<file path="config.mk">
export PLATFORM = sky130hd
export DESIGN_NAME = zero_io_channels
export DESIGN_NICKNAME = d
export VERILOG_FILES = /design/src/rtl/zero_io_pkg.sv /design/src/rtl/zero_in_fifo.sv /design/src/rtl/zero_io_channels.sv
export SDC_FILE = /design/constraint.sdc
export NUM_CORES = 1
export LEC_CHECK = 0
export ABC_AREA = 1
export CORE_MARGIN = 4
export CORE_UTILIZATION = 30
export DETAILED_ROUTE_END_ITERATION = 10
export PLACE_DENSITY_LB_ADDON = 0.1
export REMOVE_ABC_BUFFERS = 1
export SYNTH_ARGS = -nofsm -noshare
export SYNTH_HDL_FRONTEND = slang
export SYNTH_HIERARCHICAL = 1
export SYNTH_SLANG_ARGS = --single-unit
</file>
<file path="constraint.sdc">
create_clock -name clock -period 5 [get_ports clock]
set_input_delay 0.5 -clock clock [delete_from_list [all_inputs] [get_ports clock]]
set_output_delay 0.5 -clock clock [all_outputs]
set_load 0.005 [all_outputs]
</file>
<file path="src/rtl/zero_io_pkg.sv">
// Shared types and helpers for the zero VM input/output channel unit.
package zero_io_pkg;

   localparam int DEFAULT_WIDTH = 12;

   typedef enum logic [1:0] {
      OP_NOP    = 2'd0,
      OP_IN     = 2'd1,
      OP_INSIZE = 2'd2,
      OP_OUT    = 2'd3
   } op_code_e;

   typedef enum logic [1:0] {
      CH_EMPTY   = 2'd0,
      CH_PARTIAL = 2'd1,
      CH_FULL    = 2'd2
   } chan_state_e;

   // Index width that never collapses to zero bits for a single-entry range.
   function automatic int clog2_min1(input int n);
      return (n > 1) ? $clog2(n) : 1;
   endfunction

endpackage

</file>
<file path="src/rtl/zero_in_fifo.sv">
// One input channel: synchronous FIFO with occupancy count and a
// simultaneous push/pop path. Full/empty come from a small state register
// that always mirrors the count.
//
//   state      | meaning
//   -----------+------------------------------------------
//   CH_EMPTY   | count == 0, pops are refused
//   CH_PARTIAL | 0 < count < NIN, push and pop both accepted
//   CH_FULL    | count == NIN, pushes are refused
module zero_in_fifo
   import zero_io_pkg::*;
#(
   parameter  int WIDTH = DEFAULT_WIDTH,
   parameter  int NIN   = 8,
   localparam int PW    = clog2_min1(NIN),
   localparam int CNTW  = $clog2(NIN + 1)
) (
   input  logic             clock,
   input  logic             reset,
   input  logic             push,
   input  logic [WIDTH-1:0] push_data,
   input  logic             pop,
   output logic [WIDTH-1:0] head,
   output logic [CNTW-1:0]  count,
   output logic             full,
   output logic             empty
);

   logic [WIDTH-1:0] mem_q [NIN];
   logic [PW-1:0]    rptr_q, rptr_d;
   logic [PW-1:0]    wptr_q, wptr_d;
   logic [CNTW-1:0]  count_q, count_d;
   chan_state_e      state_q, state_d;
   logic             do_push, do_pop;

   function automatic logic [PW-1:0] ptr_inc(input logic [PW-1:0] p);
      return (p == PW'(NIN - 1)) ? '0 : p + 1'b1;
   endfunction

   // Accept/refuse decisions use the pre-cycle state; pointers, count and state follow.
   always_comb begin
      do_push = push && (state_q != CH_FULL);
      do_pop  = pop  && (state_q != CH_EMPTY);
      rptr_d  = do_pop  ? ptr_inc(rptr_q) : rptr_q;
      wptr_d  = do_push ? ptr_inc(wptr_q) : wptr_q;
      count_d = count_q;
      case ({do_push, do_pop})
         2'b10:   count_d = count_q + 1'b1;
         2'b01:   count_d = count_q - 1'b1;
         default: count_d = count_q;
      endcase
      if (count_d == '0) begin
         state_d = CH_EMPTY;
      end else if (count_d == CNTW'(NIN)) begin
         state_d = CH_FULL;
      end else begin
         state_d = CH_PARTIAL;
      end
   end

   // Pointer, count and state registers.
   always_ff @(posedge clock) begin
      if (reset) begin
         rptr_q  <= '0;
         wptr_q  <= '0;
         count_q <= '0;
         state_q <= CH_EMPTY;
      end else begin
         rptr_q  <= rptr_d;
         wptr_q  <= wptr_d;
         count_q <= count_d;
         state_q <= state_d;
      end
   end

   // Storage is left uninitialised; only the pointers define what is valid.
   always_ff @(posedge clock) begin
      if (do_push) begin
         mem_q[wptr_q] <= push_data;
      end
   end

   assign head  = mem_q[rptr_q];
   assign count = count_q;
   assign full  = (state_q == CH_FULL);
   assign empty = (state_q == CH_EMPTY);

endmodule

</file>
<file path="src/rtl/zero_io_channels.sv">
// I/O channel unit for the zero VM: NCHAN harness-loaded input FIFOs and a
// wrap-around output ring with read-back. CPU ops complete in one cycle.
module zero_io_channels
   import zero_io_pkg::*;
#(
   parameter  int WIDTH = DEFAULT_WIDTH,
   parameter  int NCHAN = 2,
   parameter  int NIN   = 8,
   parameter  int NOUT  = 100,
   localparam int CW    = clog2_min1(NCHAN),
   localparam int AW    = $clog2(NOUT),
   localparam int OCW   = $clog2(NOUT + 1),
   localparam int CNTW  = $clog2(NIN + 1)
) (
   input  logic             clock,
   input  logic             reset,
   input  logic             load_valid,
   input  logic [CW-1:0]    load_chan,
   input  logic [WIDTH-1:0] load_data,
   output logic             load_ready,
   input  logic             op_valid,
   input  logic [1:0]       op_code,
   input  logic [CW-1:0]    op_chan,
   input  logic [WIDTH-1:0] op_data,
   output logic             res_valid,
   output logic [WIDTH-1:0] res_data,
   output logic             res_underflow,
   input  logic [AW-1:0]    rd_addr,
   output logic [WIDTH-1:0] rd_data,
   output logic [OCW-1:0]   out_count,
   output logic             out_wrapped
);

   logic [WIDTH-1:0] fifo_head  [NCHAN];
   logic [CNTW-1:0]  fifo_count [NCHAN];
   logic [NCHAN-1:0] fifo_full, fifo_empty, push, pop;

   logic [WIDTH-1:0] sel_head;
   logic [CNTW-1:0]  sel_count;
   logic             sel_empty, op_chan_ok, load_full;

   logic [WIDTH-1:0] ring_q [NOUT];
   logic             ring_we;
   logic [AW-1:0]    wptr_q, wptr_d;
   logic [OCW-1:0]   out_count_q, out_count_d;
   logic             out_wrapped_q, out_wrapped_d;
   logic             res_valid_q, res_valid_d;
   logic [WIDTH-1:0] res_data_q, res_data_d;
   logic             res_underflow_q, res_underflow_d;
   logic [WIDTH-1:0] rd_data_q, rd_data_d;

   // Reset suppresses every push/pop so a mid-sequence reset drops same-cycle traffic.
   for (genvar g = 0; g < NCHAN; g++) begin : g_chan
      assign push[g] = load_valid && !reset && (load_chan == CW'(g)) && !fifo_full[g];
      assign pop[g]  = op_valid && !reset && (op_code == OP_IN) && (op_chan == CW'(g));

      zero_in_fifo #(
         .WIDTH (WIDTH),
         .NIN   (NIN)
      ) u_fifo (
         .clock     (clock),
         .reset     (reset),
         .push      (push[g]),
         .push_data (load_data),
         .pop       (pop[g]),
         .head      (fifo_head[g]),
         .count     (fifo_count[g]),
         .full      (fifo_full[g]),
         .empty     (fifo_empty[g])
      );
   end

   // Channel selection; an unmatched channel looks empty to ops and full to loads.
   always_comb begin
      sel_head   = '0;
      sel_count  = '0;
      sel_empty  = 1'b1;
      op_chan_ok = 1'b0;
      load_full  = 1'b1;
      for (int i = 0; i < NCHAN; i++) begin
         if (op_chan == CW'(i)) begin
            sel_head   = fifo_head[i];
            sel_count  = fifo_count[i];
            sel_empty  = fifo_empty[i];
            op_chan_ok = 1'b1;
         end
         if (load_chan == CW'(i)) begin
            load_full = fifo_full[i];
         end
      end
   end

   assign load_ready = !load_full;

   // Op decode: IN/INSIZE results and OUT ring bookkeeping.
   always_comb begin
      res_valid_d     = 1'b0;
      res_data_d      = '0;
      res_underflow_d = 1'b0;
      ring_we         = 1'b0;
      wptr_d          = wptr_q;
      out_count_d     = out_count_q;
      out_wrapped_d   = out_wrapped_q;
      rd_data_d       = (rd_addr <= AW'(NOUT - 1)) ? ring_q[rd_addr] : '0;
      if (op_valid) begin
         case (op_code_e'(op_code))
            OP_IN: begin
               res_valid_d = 1'b1;
               if (!op_chan_ok || sel_empty) begin
                  res_underflow_d = 1'b1;
               end else begin
                  res_data_d = sel_head;
               end
            end
            OP_INSIZE: begin
               res_valid_d = 1'b1;
               if (!op_chan_ok) begin
                  res_underflow_d = 1'b1;
               end else begin
                  res_data_d = WIDTH'(sel_count);
               end
            end
            OP_OUT: begin
               ring_we = 1'b1;
               if (wptr_q == AW'(NOUT - 1)) begin
                  wptr_d        = '0;
                  out_wrapped_d = 1'b1;
               end else begin
                  wptr_d = wptr_q + 1'b1;
               end
               if (out_count_q != OCW'(NOUT)) begin
                  out_count_d = out_count_q + 1'b1;
               end
            end
            default: ;
         endcase
      end
   end

   // Result, ring pointer and read-back registers.
   always_ff @(posedge clock) begin
      if (reset) begin
         res_valid_q     <= 1'b0;
         res_data_q      <= '0;
         res_underflow_q <= 1'b0;
         wptr_q          <= '0;
         out_count_q     <= '0;
         out_wrapped_q   <= 1'b0;
         rd_data_q       <= '0;
      end else begin
         res_valid_q     <= res_valid_d;
         res_data_q      <= res_data_d;
         res_underflow_q <= res_underflow_d;
         wptr_q          <= wptr_d;
         out_count_q     <= out_count_d;
         out_wrapped_q   <= out_wrapped_d;
         rd_data_q       <= rd_data_d;
      end
   end

   // Ring storage; a same-cycle read sees the old word since the write lands at the edge.
   always_ff @(posedge clock) begin
      if (ring_we && !reset) begin
         ring_q[wptr_q] <= op_data;
      end
   end

   assign res_valid     = res_valid_q;
   assign res_data      = res_data_q;
   assign res_underflow = res_underflow_q;
   assign rd_data       = rd_data_q;
   assign out_count     = out_count_q;
   assign out_wrapped   = out_wrapped_q;

endmodule

</file>
# [Word-level counts from Yosys, hierarchy flattened]
# Memories as Yosys holds them, arrays and structs flattened. A register that Yosys moved wholly into a read port is not among the register bits.
# Cells that the tools add are included.
[classes] addsub=10 order_cmp=1 n_eq_ne=19 mux=29 bitwise=5 reduce_logical=33
[op_table] cell="12-bit two-way mux" n=2
[op_table] cell="3-bit two-way mux" n=8
[op_table] cell="12-bit case mux with 2 select lines" n=1
[op_table] cell="4-bit case mux with 2 select lines" n=2
[op_table] cell="7-bit by 1-bit adder with 7-bit output, second input constant" n=2
[op_table] cell="1-bit logical AND" n=14
[op_table] cell="3-bit by 1-bit adder with 3-bit output, second input constant" n=4
[op_table] cell="2-bit equality test, second input constant" n=6
[op_table] cell="3-bit equality test, second input constant" n=4
[op_table] cell="1-bit two-way mux" n=12
[op_table] cell="2-bit OR reduction" n=5
[op_table] cell="4-bit by 1-bit adder with 4-bit output, second input constant" n=2
[op_table] cell="4-bit equality test, second input constant" n=2
[op_table] cell="4-bit logical NOT" n=2
[op_table] cell="4-bit by 1-bit subtractor with 4-bit output, second input constant" n=2
[op_table] cell="7-bit equality test, second input constant" n=1
[op_table] cell="7-bit <= comparator, second input constant" n=1
[op_table] cell="7-bit two-way mux" n=1
[op_table] cell="7-bit != test, second input constant" n=1
[op_table] cell="2-bit by 1-bit equality test with 1-bit output, second input constant" n=3
[op_table] cell="3-bit AND reduction" n=2
[op_table] cell="1-bit inverter" n=5
[op_table] cell="1-bit logical NOT" n=4
[op_table] cell="2-bit logical NOT" n=2
[op_table] cell="other kinds (6)" n=9
[totals] ff_bits=53 mem_bits_rw=1392 inputBits=39 word_cells=114 n_memories=3
[memory_table] memory="ring_q" words=100 width=12 read_ports=1 rd_ports_with_merged_regs=1 wr=1 line="zero_io_channels.sv:42" text="logic [WIDTH-1:0] ring_q [NOUT];"
[memory_table] memory="g_chan[0].u_fifo.mem_q" words=8 width=12 read_ports=1 rd_ports_with_merged_regs=1 wr=1 line="zero_in_fifo.sv:29" text="logic [WIDTH-1:0] mem_q [NIN];"
[memory_table] memory="g_chan[1].u_fifo.mem_q" words=8 width=12 read_ports=1 rd_ports_with_merged_regs=1 wr=1 line="zero_in_fifo.sv:29"

# [Depth between registers and ports, before layout]
[depth] ltp_word=9 mapped_depth=19 mapped_depth_nobuf=18

# [By module]
# The synthesis kept the hierarchy.
[modules_own_cells] module="zero_io_channels" n_inst=1 cells_per_inst=4611 area_per_inst_um2=51190.3 seq_area_each_um2=36855.3
[modules_own_cells] module="zero_in_fifo (g_chan[1].u_fifo)" n_inst=1 cells_per_inst=384 area_per_inst_um2=4464.3 seq_area_each_um2=3183.1
[modules_own_cells] module="zero_in_fifo (g_chan[0].u_fifo)" n_inst=1 cells_per_inst=384 area_per_inst_um2=4461.8 seq_area_each_um2=3183.1

# [Least setup slack after synthesis]
# No wires, ideal clock.
[synth_path] path_type="input to register" startpoint="in op_code[0]" endpoint="mem ring_q[75][0] (netlist bit), enable pin" setup_ps=412 arrival_time_ps=2495 slack_ps=2093 cell_stages=5 path_cell_list="ha_1 -> nand2_1 -> nor2_1 -> nand3_1 -> nor4_1"
[synth_between] elab_chain_cells=6
[synth_lines] item="start, declared" line="zero_io_channels.sv:22" text="input logic [1:0] op_code,"
[synth_lines] item="2-bit equality test" line="zero_io_channels.sv:106" text="case (op_code_e'(op_code))"
[synth_lines] item="1-bit two-way mux" line="zero_io_channels.sv:106"
[synth_lines] item="1-bit two-way mux" line="zero_io_channels.sv:105" text="if (op_valid) begin"
[synth_lines] item="1-bit logical AND" line="zero_io_channels.sv:163" text="if (ring_we && !reset) begin"
[synth_lines] item="1-bit two-way mux" line="zero_io_channels.sv:163"
[synth_lines] item="1-bit two-way mux (implied by the code)" line="zero_io_channels.sv:164" text="ring_q[wptr_q] <= op_data;"
[synth_lines] item="end, declared" line="zero_io_channels.sv:42"
# Every way passes these cells.

# [Final worst setup path]
[layout_path] startpoint="in op_code[1]" endpoint="mem ring_q[52][5] (netlist bit), enable pin"
# Same word-level chain as after synthesis.

==> flow_summary.toml <==
[timing]
period_share_pct = 66.4
timing.fmax_ghz = 0.301
setup_viol = 0
timing.final.ws_setup_ns = 1.68
finalHoldViolCount = 0
hold_ws_ns = 0.176
final-max-slew-violation-count = 0
relSlewSlack_pct = 18.7
min_period_ns = 3.32
clock_skew_ns = 0.0254
rsz0062_at_grt = "no"
tns_ns = 0
worst-slew-pin-transition_ns = 1.21

[power_and_ir_drop]
switching_share_pct = 23.0
pwr-share-clk_pct = 44.2
ir_drop_uv = 222
p_sw_mw = 6.17
power_frac_comb_pct = 5.6
internal_power_mw = 20.7
p_leak_nw = 25.1
power_density_nw_per_um2 = 387
seq_power_share_pct = 50.2

[setup_path]
cp-end-kind = "register"
critical_path_class = "in -> reg"
r2r_end = "ring_q[45][1]"
start_kind = "input port"
crit_path_end = "ring_q[52][5]"
reg2reg_slack_ns = 2.42
crit_fanout = 12
cp-startpoint = "op_code[1]"
critPathArrivalTime_ns = 3.74
required_ns = 5.42
rr_startpoint = "wptr_q[3]"
reg2reg_depth = 4

[placement]
pre_cts_ws_ns = 0.891
port-buffer-count = 73
gp_congestion = 0.794
place_inst = 8002
hpwl_mm = 110

[clocking]
cts_sinks = 1463
clockRootBuffer = "clkbuf_16"
cts_resized = 0
clk_latency_ns = 0.80
cts_buffers = 168
cts_buffer_depth = 3
cts-htree-levels = 4
path_clk_slew_ns = 0.06
cts_tree = "built"
ctsHoldBuffers = 0
cts_setup_buffers = 0

[finish]
syn_to_final_growth_pct = 15.5
layout-drive-gt1-share_pct = 7.90
stdcell_count = 8309
layout_common_cells = "nand2_1, edfxtp_1, nor2_1"
final_common_cell = "nand2_1"
utilization_pct = 34.8
nets = 5575

[worst_hold_path]
hold_path.class = "in -> reg"

[floorplanning]
fp-row-count = 164
die_y_um = 456
io_pins = 74
die_area_um2 = 208000
core_area_um2 = 199000
start_util_pct = 30.1
fp.dieW_um = 456

[global_routing]
grt_pass1_vias = 38400
grt_pass1_wl_mm = 274
grt_overflow = 0
track_usage_pct = 17.7
grt_max_degree = 160
antenna_found_initial = 5

[logic_synthesis]
ys_seq_area_share_pct = 71.9
avgSynthCellArea_um2 = 11.2
synthCells = 5379
ys_types = 34
ys_ff_latch = 1463
yosysWarnings = 6
syn_area_um2 = 60100

[drt]
final_antenna_net_count = 0
drt_iter0_markers = 2962
num_vias = 38800
first_pass_iters = 6
vias_per_cell = 4.67
wl_mm = 188
wl_per_cell_um = 22.6
drc = 0

[flow_run]
maxCapViolCount = 0

[status]
status = "complete, no violations"
## final cells by class
| class | instances | area (µm²) |
|---|---|---|
| Timing Repair Buffer | 261 | 2250 |
| Inverter | 245 | 945 |
| Clock inverter | 75 | 634 |
| Multi-Input combinational cell | 3377 | 14400 |
| Antenna cell | 5 | 12.5 |
| Clock buffer | 227 | 4590 |
| Tap cell | 2656 | 3320 |
| Fill cell | 20100 | 130000 |
| Sequential cell | 1463 | 43200 |
## stage by stage
| stage | total power, mW | instance area (µm²) |
|---|---|---|
| after global routing | 27.9 | 69400 |
| after CTS | 27.2 | 69400 |
| after detailed placement | 15.3 | 64200 |
| after floorplan | 14.3 | 58500 |
| final | 26.9 | 69400 |
| after global placement | 15.3 | 64200 |
## worst max-delay path, stage by stage
cell,delay [ns]
clkdlybuf4s50_1,0.51
ha_1,0.15
nand2_1,0.08
nor2_1,0.77
nand4_1,0.51
buf_4,0.38
nor2_1,0.79
## cells in the mapped netlist (all sizes together)
library cell | count | area (µm²)
xor2 | 4 | 35.0
o21a | 2 | 15.0
nor2 | 790 | 2970
clkbuf | 109 | 409
nor4 | 7 | 43.8
o21ai | 367 | 1840
xnor2 | 2 | 17.5
a21oi | 125 | 626
a31oi | 25 | 156
nor3 | 6 | 30.0
nand2 | 1461 | 5480
edfxtp | 1392 | 41800
dfxtp | 71 | 1420
and3 | 14 | 87.6
o211a | 2 | 20.0
ha | 20 | 250
clkinv | 2 | 7.51
o22ai | 14 | 87.6
inv | 243 | 915
or2 | 9 | 56.3
nor3b | 1 | 7.51
buf | 185 | 1160
nand4 | 9 | 56.3
o211ai | 6 | 45.0
nand3 | 513 | 2570
## worst min path at each step
stage	from	to	depth (start not counted)	slack [ns]
2_1_floorplan	out_wrapped	out_wrapped	2	0.47
3_3_place_gp	out_count[6]	out_count[6]	2	0.50
5_1_grt	op_data[5]	ring_q[28][5]	1	0.14
3_5_place_dp	out_count[5]	out_count[5]	2	0.49
6_report	op_data[5]	ring_q[29][5]	1	0.18
4_1_cts	op_data[5]	ring_q[29][5]	1	0.12
## flip-flops by register name (all words and copies together), names as in the netlist, named ones only
| signal | flops |
|---|---|
| rd_data | 12 |
| wptr_q | 7 |
| g_chan.u_fifo/state_q | 4 |
| ring_q | 1200 |
| g_chan.u_fifo/mem_q | 192 |
| out_count | 7 |
| g_chan.u_fifo/count | 8 |
| g_chan.u_fifo/wptr_q | 6 |
| res_valid | 1 |
| res_underflow | 1 |
| res_data | 12 |
| out_wrapped | 1 |
| g_chan.u_fifo/rptr_q | 6 |
## metal layers
| metal | part of all wire, % | track usage, % | wire length, µm |
|---|---|---|---|
| met1 | 45 | 24.2 | 85000 |
| met2 | 48 | 29.4 | 90400 |
| met3 | 3.8 | 2.48 | 7080 |
| met4 | 2.8 | 5.34 | 5280 |
| met5 | 0 | 0 | 0 |
## cell families (layout without fill, tap and decap cells)
group	after synthesis	after routing	share of synthesized area (%)
AO/OA/AOI/OAI	541	541	4.65
other	0	5	0
flip-flops	1463	1463	71.9
AND/OR/NAND/NOR	2810	2810	18.8
buffers and inverters	539	808	4.15
adder cells (fa/ha/maj)	20	20	0.416
XOR/XNOR	6	6	0.0874
## power by group through the flow
stage | logic (mW) | clock network, mW | registers (mW)
3_5_place_dp | 1.54 | 0 | 13.7
6_report | 1.50 | 11.9 | 13.5
3_3_place_gp | 1.54 | 0 | 13.7
2_1_floorplan | 0.625 | 0 | 13.7
5_1_grt | 1.66 | 12.7 | 13.5
4_1_cts | 1.55 | 12.2 | 13.5
Power figures use the tool's default switching activity.
